[src/rtl/dispense_timer.sv]
// Interval dispense timer: counts a locked two-digit BCD setting down once per prescaler tick,
// then runs the feeder motor for a fixed time, pulses done and repeats while the setting stays locked.
module dispense_timer #(
  parameter int TICK_DIV        = 50000000,
  parameter int DISPENSE_CYCLES = 25000000
) (
  input  logic       clk,
  input  logic       rst,
  input  logic       enable,
  input  logic [3:0] unitsR,
  input  logic [3:0] decadesR,
  output logic       motor_on,
  output logic       done,
  output logic       busy,
  output logic       cfg_err,
  output logic [3:0] cnt_units,
  output logic [3:0] cnt_decades
);

  localparam int PW = $clog2(TICK_DIV);
  localparam int DW = (DISPENSE_CYCLES > 1) ? $clog2(DISPENSE_CYCLES) : 1;
  localparam logic [PW-1:0] TICK_LAST = PW'(TICK_DIV - 1);
  localparam logic [DW-1:0] DISP_LAST = DW'(DISPENSE_CYCLES - 1);

  typedef enum logic [1:0] {IDLE, COUNT, DISPENSE} state_t;

  state_t        state_reg;
  logic [PW-1:0] prescaler_reg;
  logic [DW-1:0] dcnt_reg;
  logic          setting_ok;
  logic          tick;
  logic          last_tick;
  logic          disp_end;

  assign setting_ok = (unitsR <= 4'd9) && (decadesR <= 4'd9) &&
                      !((unitsR == 4'd0) && (decadesR == 4'd0));
  assign tick       = (prescaler_reg == TICK_LAST);
  assign last_tick  = (cnt_decades == 4'd0) && (cnt_units == 4'd1);
  assign disp_end   = (dcnt_reg == DISP_LAST);

  always_ff @(posedge clk or posedge rst) begin
    if (rst) begin
      state_reg     <= IDLE;
      prescaler_reg <= '0;
      dcnt_reg      <= '0;
      motor_on      <= 1'b0;
      done          <= 1'b0;
      busy          <= 1'b0;
      cfg_err       <= 1'b0;
      cnt_units     <= 4'd0;
      cnt_decades   <= 4'd0;
    end else begin
      cfg_err <= enable & ~setting_ok;
      done    <= 1'b0;
      case (state_reg)
        IDLE: begin
          motor_on      <= 1'b0;
          prescaler_reg <= '0;
          if (enable && setting_ok) begin
            cnt_units   <= unitsR;
            cnt_decades <= decadesR;
            busy        <= 1'b1;
            state_reg   <= COUNT;
          end else begin
            cnt_units   <= 4'd0;
            cnt_decades <= 4'd0;
            busy        <= 1'b0;
          end
        end

        COUNT: begin
          // Losing the lock wins over a tick landing on the same edge.
          if (!enable) begin
            state_reg     <= IDLE;
            busy          <= 1'b0;
            prescaler_reg <= '0;
            cnt_units     <= 4'd0;
            cnt_decades   <= 4'd0;
          end else if (tick) begin
            prescaler_reg <= '0;
            if (cnt_units != 4'd0) begin
              cnt_units <= cnt_units - 4'd1;
            end else if (cnt_decades != 4'd0) begin
              cnt_units   <= 4'd9;
              cnt_decades <= cnt_decades - 4'd1;
            end
            if (last_tick) begin
              motor_on  <= 1'b1;
              dcnt_reg  <= '0;
              state_reg <= DISPENSE;
            end
          end else begin
            prescaler_reg <= prescaler_reg + 1'b1;
          end
        end

        DISPENSE: begin
          if (disp_end) begin
            motor_on <= 1'b0;
            done     <= 1'b1;
            // The end-of-dispense edge doubles as the next load edge.
            if (enable && setting_ok) begin
              cnt_units     <= unitsR;
              cnt_decades   <= decadesR;
              prescaler_reg <= '0;
              state_reg     <= COUNT;
            end else begin
              busy      <= 1'b0;
              state_reg <= IDLE;
            end
          end else begin
            dcnt_reg <= dcnt_reg + 1'b1;
          end
        end

        default: begin
          state_reg <= IDLE;
          busy      <= 1'b0;
          motor_on  <= 1'b0;
        end
      endcase
    end
  end

endmodule

[config.mk]
export PLATFORM = sky130hd
export DESIGN_NAME = dispense_timer
export DESIGN_NICKNAME = d
export VERILOG_FILES = /design/src/rtl/dispense_timer.sv
export SDC_FILE = /design/constraint.sdc
export NUM_CORES = 1
export LEC_CHECK = 0
export BUFFER_PORTS_ARGS = -buffer_cell sky130_fd_sc_hd__buf_2
export CAP_MARGIN = 0
export CELL_PAD_IN_SITES_DETAIL_PLACEMENT = 0
export CELL_PAD_IN_SITES_GLOBAL_PLACEMENT = 1
export CORE_AREA = 2 2 132 134
export DETAILED_ROUTE_END_ITERATION = 10
export DIE_AREA = 0 0 134 136
export PLACE_DENSITY = 0.47
export SLEW_MARGIN = 20
export SYNTH_ARGS = -nofsm -noshare
export SYNTH_HDL_FRONTEND = slang
export SYNTH_SLANG_ARGS = --single-unit
[constraint.sdc]
create_clock -name clk -period 3.15 [get_ports clk]
set_input_delay 0.4725 -clock clk [delete_from_list [all_inputs] [get_ports clk]]
set_output_delay 0.4725 -clock clk [all_outputs]
set_load 0.005 [all_outputs]
==> flow_metrics.py, run 1 <==
metrics = {
    "placed_design": {
        "dp_hpwl_mm": 8.08,
        "placed_area_mm2": 0.00448,
        "portBuffers": 22,
        "gp_congestion": 0.751,
    },
    "sta": {
        "fin_worst_skew_ps": 7.51,
        "tightest_slew_ps": 714,
        "tns_ps": 0,
        "setup_viol": 0,
        "maxSlewHeadroom_pct": 52.1,
        "rsz0062_at_grt": "no",
        "min_period_ps": 2680,
        "final-hold-violation-count": 0,
        "slew_viol_final": 0,
        "fmax_mhz": 373,
        "timing.final.crit_share_pct": 85.0,
    },
    "critical_path": {
        "r2r-start": "prescaler_reg[0]",
        "slowest_delay_ps": 490,
        "worstPathMaxFanout": 14,
        "crit_path_start_kind": "flop",
        "worstPathRequired_ps": 3420,
        "crit_arrival_ps": 2950,
        "worstSetupStartpoint": "prescaler_reg[0]",
        "crit_path_cell_trace": "ha_1, and3_1, nand4_1, nor4_4, a21oi_2, buf_4, or4_1, nand3_1",
        "crit_type": "flop to flop",
        "critPathSlowestCell": "nor4_4",
        "crit_path_end_kind": "flop",
        "reg2reg_depth": 8,
    },
    "layout": {
        "final_common_cell": "dfrtp_1",
        "num_antenna_cells": 0,
        "fin_area_mm2": 0.00477,
        "layout-drive-gt1-share_pct": 11.9,
        "nNetsFinal": 521,
        "layout_common_cells": "dfrtp_1, nand2_1, o21ai_0",
        "postLayoutCoreUtil_pct": 28.3,
        "syn_to_final_growth_pct": 15.7,
        "nFillCells": 1798,
        "largest_reg_flops": 26,
    },
    "synth": {
        "synth_seq_area_share_pct": 39.4,
        "synth_area_mm2": 0.00412,
        "synth_area_leader_cell": "dfrtp_1",
        "syn_inst": 482,
        "ys_ff_latch": 65,
        "postSynth.asyncResetShare_pct": 100,
        "synth.top_cell.area_share_pct": 39.4,
        "synth_edf_count": 0,
        "syn_nets": 504,
        "ys.flop_type": "dfrtp_1",
        "ys_warn_count": 0,
        "synthTopCellsByArea": "dfrtp_1, nand2_1, o21ai_0",
        "avgSynthCellArea_um2": 8.56,
        "synth_cell_types": 54,
    },
    "grt": {
        "first_global_vias": 3597,
        "antenna_found_initial": 0,
        "grt_max_degree": 36,
        "grt_use_total_pct": 13.8,
        "grt_pass1_wl_mm": 19.7,
        "overflow": 0,
    },
    "route": {
        "wire_per_inst_um": 16.4,
        "firstDrtPassIters": 4,
        "vias": 3760,
        "postRouteAntennaNets": 0,
        "drtIter0Drc": 210,
        "wl_mm": 11.9,
        "drc": 0,
        "vias_per_cell": 5.16,
    },
    "clock_network": {
        "cts.sinks": 65,
        "cts_resized": 0,
        "cts_hold_buf": 0,
        "clkLatencyLatePin_ps": 340,
        "cts_tree": "built",
        "h-tree-depth": 3,
        "cts_setup_buffers": 0,
        "clk_pin_slew_ps": 60,
        "cts_root_buffer": "clkbuf_16",
        "clk_path_buf_depth": 2,
        "cts_buffers": 9,
    },
    "floorplanning": {
        "core_area_mm2": 0.0169,
        "die_h_um": 136,
        "start_util_pct": 24.4,
        "die-area_mm2": 0.0182,
        "die_w_um": 134,
        "io_pins": 23,
        "rows": 48,
    },
    "run": {
        "maxCapViolations": 0,
    },
    "hold_path": {
        "hold_class": "input port to async pin",
    },
    "power_and_ir_drop": {
        "peakVddDrop_v": 0.000322,
        "p_leak_nw": 1.93,
        "p_per_area_mw_per_mm2": 736,
    },
    "status": {
        "status": "complete, no violations",
    },
}
## synth_stat cells (9+ instances only)
cell type and count:
nand2_1 57, nand4b_1 10, nand4_1 17, dfrtp_1 65, clkbuf_1 18, o31ai_1 22, o21ai_0 42, nor3_1 12
a21oi_1 21, inv_1 12, or4_1 9, nor2_1 31, nand3_1 35, o211ai_1 9, ha_1 11
## logic make-up (layout without fill, tap and decap cells)
logic type / after synthesis / in the layout / share of synthesized area (%)
AND/OR/NAND/NOR: 236 / 236 / 32.3
adder cells (fa/ha/maj): 11 / 11 / 3.34
buffers and inverters: 41 / 62 / 4.43
XOR/XNOR: 1 / 1 / 0.212
multiplexers: 9 / 9 / 2.28
AO/OA/AOI/OAI: 119 / 119 / 18.0
flip-flops: 65 / 65 / 39.4
## routing by layer
metal,global-route usage [%],wire [µm]
met4,3.55,112
met5,0,0
met2,23.0,5780
met3,3.58,343
met1,17.7,5690
## power breakdown
part | total [mW] | switching [mW] | internal (mW)
Clock | 1.03 | 0.384 | 0.649
Sequential | 1.30 | 0.266 | 1.04
Combinational | 1.18 | 0.721 | 0.459
## stage by stage
stage	setup slack (ps)	hold slack (ps)	instances	total power, mW
3_5_place_dp	454	460	713	2.50
6_report	471	241	728	3.51
3_3_place_gp	454	464	713	2.49
2_1_floorplan	837	438	482	2.14
5_1_grt	272	293	728	3.78
4_1_cts	441	274	728	3.57
## path summary, 6_finish.rpt
path                       slack (ps)           endpoint
setup / recovery                  470       dcnt_reg[13]
hold / removal                    240       dcnt_reg[19]
setup reg to reg                  470       dcnt_reg[13]
hold reg to reg                   470  prescaler_reg[23]
max in group asynchronous        2160     cnt_decades[2]
min in group clk                  450       cnt_units[0]
## critical path, delay by kind of cell, from the launching register on
family,cells,cell delay [ps]
buf+inv,1,200
fa+ha+maj,1,200
compound gates,1,110
flops,1,400
simple gates,5,1690
## layout make-up
class	instances	area, µm²	share of cell area (%)
timing repair buffer	34	200	4.20
clock buffer	12	256	5.37
multi-input combinational	376	2320	48.6
tap	225	282	5.90
inverter	13	48.8	1.02
clock inverter	3	40.0	0.839
sequential	65	1630	34.1
(Power assumes the default switching activity.)
==> run 2, diff against run 1 <==
--- a/config.mk
+++ b/config.mk
@@ -9,10 +9,10 @@
 export CAP_MARGIN = 0
 export CELL_PAD_IN_SITES_DETAIL_PLACEMENT = 0
 export CELL_PAD_IN_SITES_GLOBAL_PLACEMENT = 1
-export CORE_AREA = 2 2 132 134
+export CORE_AREA = 2 2 129 131
 export DETAILED_ROUTE_END_ITERATION = 10
-export DIE_AREA = 0 0 134 136
-export PLACE_DENSITY = 0.47
+export DIE_AREA = 0 0 131 133
+export PLACE_DENSITY = 0.49
 export SLEW_MARGIN = 20
 export SYNTH_ARGS = -nofsm -noshare
 export SYNTH_HDL_FRONTEND = slang
==> flow_metrics.py, run 2 (same netlist as run 1, synthesis figures left out) <==
metrics = {
    "floorplanning": {
        "core_area_mm2": 0.0162,
        "die-area_mm2": 0.0174,
        "die_w_um": 131,
        "die_h_um": 133,
        "rows": 47,
        "io_pins": 23,
        "start_util_pct": 25.5,
    },
    "route": {
        "wire_per_inst_um": 16.1,
        "wl_mm": 11.6,
        "postRouteAntennaNets": 0,
        "drc": 0,
        "vias_per_cell": 5.15,
        "firstDrtPassIters": 4,
        "vias": 3707,
        "drtIter0Drc": 147,
    },
    "layout": {
        "layout_common_cells": "dfrtp_1, nand2_1, o21ai_0",
        "final_common_cell": "dfrtp_1",
        "nNetsFinal": 520,
        "postLayoutCoreUtil_pct": 29.2,
        "layout-drive-gt1-share_pct": 11.2,
        "nFillCells": 1719,
        "syn_to_final_growth_pct": 14.6,
        "largest_reg_flops": 26,
        "num_antenna_cells": 0,
    },
    "placed_design": {
        "portBuffers": 22,
        "dp_hpwl_mm": 7.94,
        "gp_congestion": 0.770,
    },
    "sta": {
        "setup_viol": 0,
        "final-hold-violation-count": 0,
        "maxSlewHeadroom_pct": 36.2,
        "timing.final.crit_share_pct": 88.4,
        "min_period_ps": 2780,
        "fmax_mhz": 359,
        "rsz0062_at_grt": "no",
        "tns_ps": 0,
        "fin_worst_skew_ps": 6.72,
        "slew_viol_final": 0,
        "tightest_slew_ps": 958,
    },
    "power_and_ir_drop": {
        "p_leak_nw": 1.91,
        "p_per_area_mw_per_mm2": 714,
        "p_sw_share_pct": 39.7,
        "power_frac_comb_pct": 34.7,
        "power_switching_mw": 1.34,
        "clkPwrFrac_pct": 26.5,
        "peakVddDrop_v": 0.000284,
        "intPower_mw": 2.04,
        "pwr-share-seq_pct": 38.8,
    },
    "grt": {
        "grt_max_degree": 43,
        "grt_use_total_pct": 14.1,
        "overflow": 0,
        "grt_pass1_wl_mm": 19.3,
        "antenna_found_initial": 0,
        "first_global_vias": 3659,
    },
    "clock_network": {
        "cts_buffers": 9,
        "h-tree-depth": 3,
        "clkLatencyLatePin_ps": 330,
        "clk_path_buf_depth": 2,
        "cts_resized": 0,
        "clk_pin_slew_ps": 50,
        "cts_tree": "built",
        "cts_setup_buffers": 0,
        "cts_root_buffer": "clkbuf_16",
        "cts_hold_buf": 0,
        "cts.sinks": 65,
    },
    "critical_path": {
        "crit_path_start_kind": "flop",
        "worstPathMaxFanout": 22,
        "worstPathRequired_ps": 3410,
        "crit_type": "flop to flop",
        "crit_path_end_kind": "flop",
        "crit_arrival_ps": 3050,
    },
    "run": {
        "maxCapViolations": 0,
    },
    "hold_path": {
        "hold_class": "input port to async pin",
    },
    "status": {
        "status": "complete, no violations",
    },
}
[run 2: changes by cell type in the layout (fill, tap and decap cells not counted)]
cell       previous run  this run
buf_12                0         1
buf_4                12        10
bufinv_16             1         0
clkbuf_1              1         2
clkbuf_8              2         1
clkinv_2              2         1
[run 2: area by class of cell]
cell class                 count  area [µm²]  area share, %
multi-input combinational    376        2320           49.1
sequential                    65        1630           34.4
tap                          220         275           5.82
clock buffer                  12         246           5.22
timing repair buffer          33         205           4.34
inverter                      13        48.8           1.03
clock inverter                 1        5.00          0.106
[run 2: power groups by stage]
stage	combinational, mW	clock, mW	sequential [mW]
3_3_place_gp	1.18	0	1.32
5_1_grt	1.33	0.966	1.35
4_1_cts	1.19	0.935	1.31
6_report	1.17	0.894	1.31
3_5_place_dp	1.19	0	1.32
2_1_floorplan	0.900	0	1.24
[run 2: critical path: stages, from the launching register on]
cell     delay, ps
dfrtp_1        400
ha_1           200
and3_1         320
nand4_1        300
nor4_4         510
a21oi_2        330
or4_1          550
nand3_1         90
[run 2: path summary, 6_finish.rpt]
path	startpoint	endpoint	slack, ps	cells past startpoint
min in group clk	enable	cfg_err	460	3
hold reg to reg	dcnt_reg[21]	dcnt_reg[21]	470	1
hold / removal	rst	prescaler_reg[21]	190	2
setup / recovery	prescaler_reg[0]	dcnt_reg[14]	370	7
setup reg to reg	prescaler_reg[0]	dcnt_reg[14]	370	7
max in group asynchronous	rst	dcnt_reg[11]	2300	3
[run 2: routing by layer]
metal	up-vias	wire length (µm)	global-route usage, %
li1	1838	-	-
met1	1831	5560	18.5
met2	36	5740	22.9
met3	2	235	3.03
met4	0	55	4.26
met5	-	0	0
[run 2: metrics by stage]
stage / cell area [µm²] / instances / setup WS [ps] / power (mW) / hold WS [ps]
5_1_grt: 4730 / 720 / 125 / 3.65 / 225
3_3_place_gp: 4470 / 707 / 510 / 2.49 / 466
3_5_place_dp: 4470 / 707 / 361 / 2.50 / 465
4_1_cts: 4730 / 720 / 339 / 3.43 / 210
2_1_floorplan: 4120 / 482 / 837 / 2.14 / 438
6_report: 4730 / 720 / 365 / 3.37 / 194
==> run 3, diff against run 2 <==
--- a/config.mk
+++ b/config.mk
@@ -5,6 +5,7 @@
 export SDC_FILE = /design/constraint.sdc
 export NUM_CORES = 1
 export LEC_CHECK = 0
+export ABC_CLOCK_PERIOD_IN_PS = 3150
 export BUFFER_PORTS_ARGS = -buffer_cell sky130_fd_sc_hd__buf_2
 export CAP_MARGIN = 0
 export CELL_PAD_IN_SITES_DETAIL_PLACEMENT = 0
@@ -12,7 +13,8 @@
 export CORE_AREA = 2 2 129 131
 export DETAILED_ROUTE_END_ITERATION = 10
 export DIE_AREA = 0 0 131 133
-export PLACE_DENSITY = 0.49
+export PLACE_DENSITY = 0.47
+export SKIP_CTS_REPAIR_TIMING = 1
 export SLEW_MARGIN = 20
 export SYNTH_ARGS = -nofsm -noshare
 export SYNTH_HDL_FRONTEND = slang
==> flow_metrics.py, run 3 (same netlist as run 1, synthesis figures left out) <==
metrics = {
    "status": {
        "status": "complete, no violations",
    },
    "power_and_ir_drop": {
        "power_frac_comb_pct": 32.5,
        "p_per_area_mw_per_mm2": 751,
        "power_switching_mw": 1.41,
        "peakVddDrop_v": 0.000268,
        "clkPwrFrac_pct": 31.3,
        "p_total_mw": 3.62,
        "p_leak_nw": 1.95,
        "intPower_mw": 2.21,
        "pwr-share-seq_pct": 36.2,
        "p_sw_share_pct": 38.8,
    },
    "grt": {
        "grt_pass1_wl_mm": 19.7,
        "grt_max_degree": 36,
        "first_global_vias": 3646,
        "overflow": 0,
        "grt_use_total_pct": 14.5,
        "antenna_found_initial": 0,
    },
    "floorplanning": {
        "die-area_mm2": 0.0174,
        "die_h_um": 133,
        "io_pins": 23,
        "rows": 47,
        "die_w_um": 131,
        "start_util_pct": 25.5,
        "core_area_mm2": 0.0162,
    },
    "run": {
        "maxCapViolations": 0,
    },
    "route": {
        "drtIter0Drc": 209,
        "wl_met2_mm": 5.55,
        "vias_per_cell": 5.11,
        "wl_met1_mm": 5.94,
        "firstDrtPassIters": 5,
        "wl_mm": 11.9,
        "vias": 3697,
        "routed.top_layer": "met4",
        "drc": 0,
        "wire_per_inst_um": 16.4,
        "postRouteAntennaNets": 0,
        "met3_length_um": 269,
    },
    "clock_network": {
        "clkLatencyLatePin_ps": 340,
        "clk_path_buf_depth": 2,
        "h-tree-depth": 3,
        "cts_root_buffer": "clkbuf_16",
        "cts.sinks": 65,
        "clk_pin_slew_ps": 60,
        "cts_tree": "built",
        "cts_buffers": 9,
    },
    "sta": {
        "tns_ps": 0,
        "fmax_mhz": 368,
        "final-hold-violation-count": 0,
        "setup_viol": 0,
        "slew_viol_final": 0,
        "min_period_ps": 2720,
        "tightest_slew_ps": 748,
        "maxSlewHeadroom_pct": 50.0,
        "timing.final.crit_share_pct": 86.4,
        "fin_worst_skew_ps": 7.26,
        "rsz0062_at_grt": "no",
    },
    "layout": {
        "multi_input_area_mm2": 0.00233,
        "layout-drive-gt1-share_pct": 12.3,
        "nNetsFinal": 521,
        "regArea_mm2": 0.00163,
        "final_common_cell": "dfrtp_1",
        "num_antenna_cells": 0,
        "layout_common_cells": "dfrtp_1, nand2_1, o21ai_0",
        "nFillCells": 1744,
        "syn_to_final_growth_pct": 16.9,
        "largest_reg_flops": 26,
    },
    "critical_path": {
        "crit_arrival_ps": 2950,
        "worstPathMaxFanout": 12,
        "r2r-start": "prescaler_reg[0]",
        "crit_type": "flop to flop",
        "worstPathRequired_ps": 3380,
        "r2r_slack_ps": 430,
        "crit_path_end_kind": "flop",
        "r2r-end": "dcnt_reg[8]",
        "reg2reg_depth": 7,
        "crit_path_start_kind": "flop",
    },
    "hold_path": {
        "hold_class": "input port to async pin",
    },
    "placed_design": {
        "dp_hpwl_mm": 7.81,
        "portBuffers": 22,
        "gp_congestion": 0.704,
    },
}
run 3: changes by cell type in the layout (fill, tap and decap cells not counted), sizes merged:
| cell | delta |
|---|---|
| clkbuf | -2 |
| clkinv | +3 |
| buf | +1 |
| bufinv | +2 |
run 3: how the worst max path moves through the flow:
| stage | start | end | slack (ps) | cells past startpoint |
|---|---|---|---|---|
| final | prescaler_reg[0] | dcnt_reg[8] | 430 | 7 |
| after detailed placement | prescaler_reg[0] | dcnt_reg[4] | 370 | 7 |
| after global routing | prescaler_reg[0] | dcnt_reg[6] | 190 | 7 |
| after CTS | prescaler_reg[0] | dcnt_reg[20] | 350 | 7 |
| after global placement | prescaler_reg[0] | dcnt_reg[19] | 470 | 7 |
| after floorplan | prescaler_reg[0] | dcnt_reg[7] | 840 | 9 |
run 3: power by group through the flow:
| stage | clock [mW] | sequential, mW | combinational, mW |
|---|---|---|---|
| 2_1_floorplan | 0 | 1.24 | 0.900 |
| 4_1_cts | 1.17 | 1.31 | 1.20 |
| 3_5_place_dp | 0 | 1.32 | 1.19 |
| 6_report | 1.13 | 1.31 | 1.18 |
| 3_3_place_gp | 0 | 1.32 | 1.19 |
| 5_1_grt | 1.21 | 1.36 | 1.33 |
run 3: final cells by class:
| class | instances | area share (%) |
|---|---|---|
| clock buffer | 10 | 4.96 |
| clock inverter | 6 | 1.90 |
| inverter | 13 | 1.01 |
| multi-input combinational | 376 | 48.3 |
| sequential | 65 | 33.7 |
| tap | 220 | 5.71 |
| timing repair buffer | 34 | 4.41 |
run 3: metrics by stage:
step	utilization [%]	setup WS [ps]	cell area, µm²	cells	hold slack [ps]
2_1_floorplan	-	837	4120	482	438
3_3_place_gp	27.7	472	4480	708	461
3_5_place_dp	27.7	370	4480	708	470
4_1_cts	29.8	350	4810	724	297
5_1_grt	29.8	185	4820	724	339
6_report	29.8	430	4820	724	266
run 3: critical path, cell delays in order (launching register included):
cell and delay (ps):
dfrtp_1 390, ha_1 210, and3_1 320, nand4_1 300
nor4_4 530, a21o_1 550, mux2i_1 250, nand2_1 60
run 3: layer usage:
metal  up-vias  GRT usage [%]
li1       1829              -
met3         9           3.07
met1      1826           20.1
met5         -              0
met2        33           22.5
met4         0           4.61
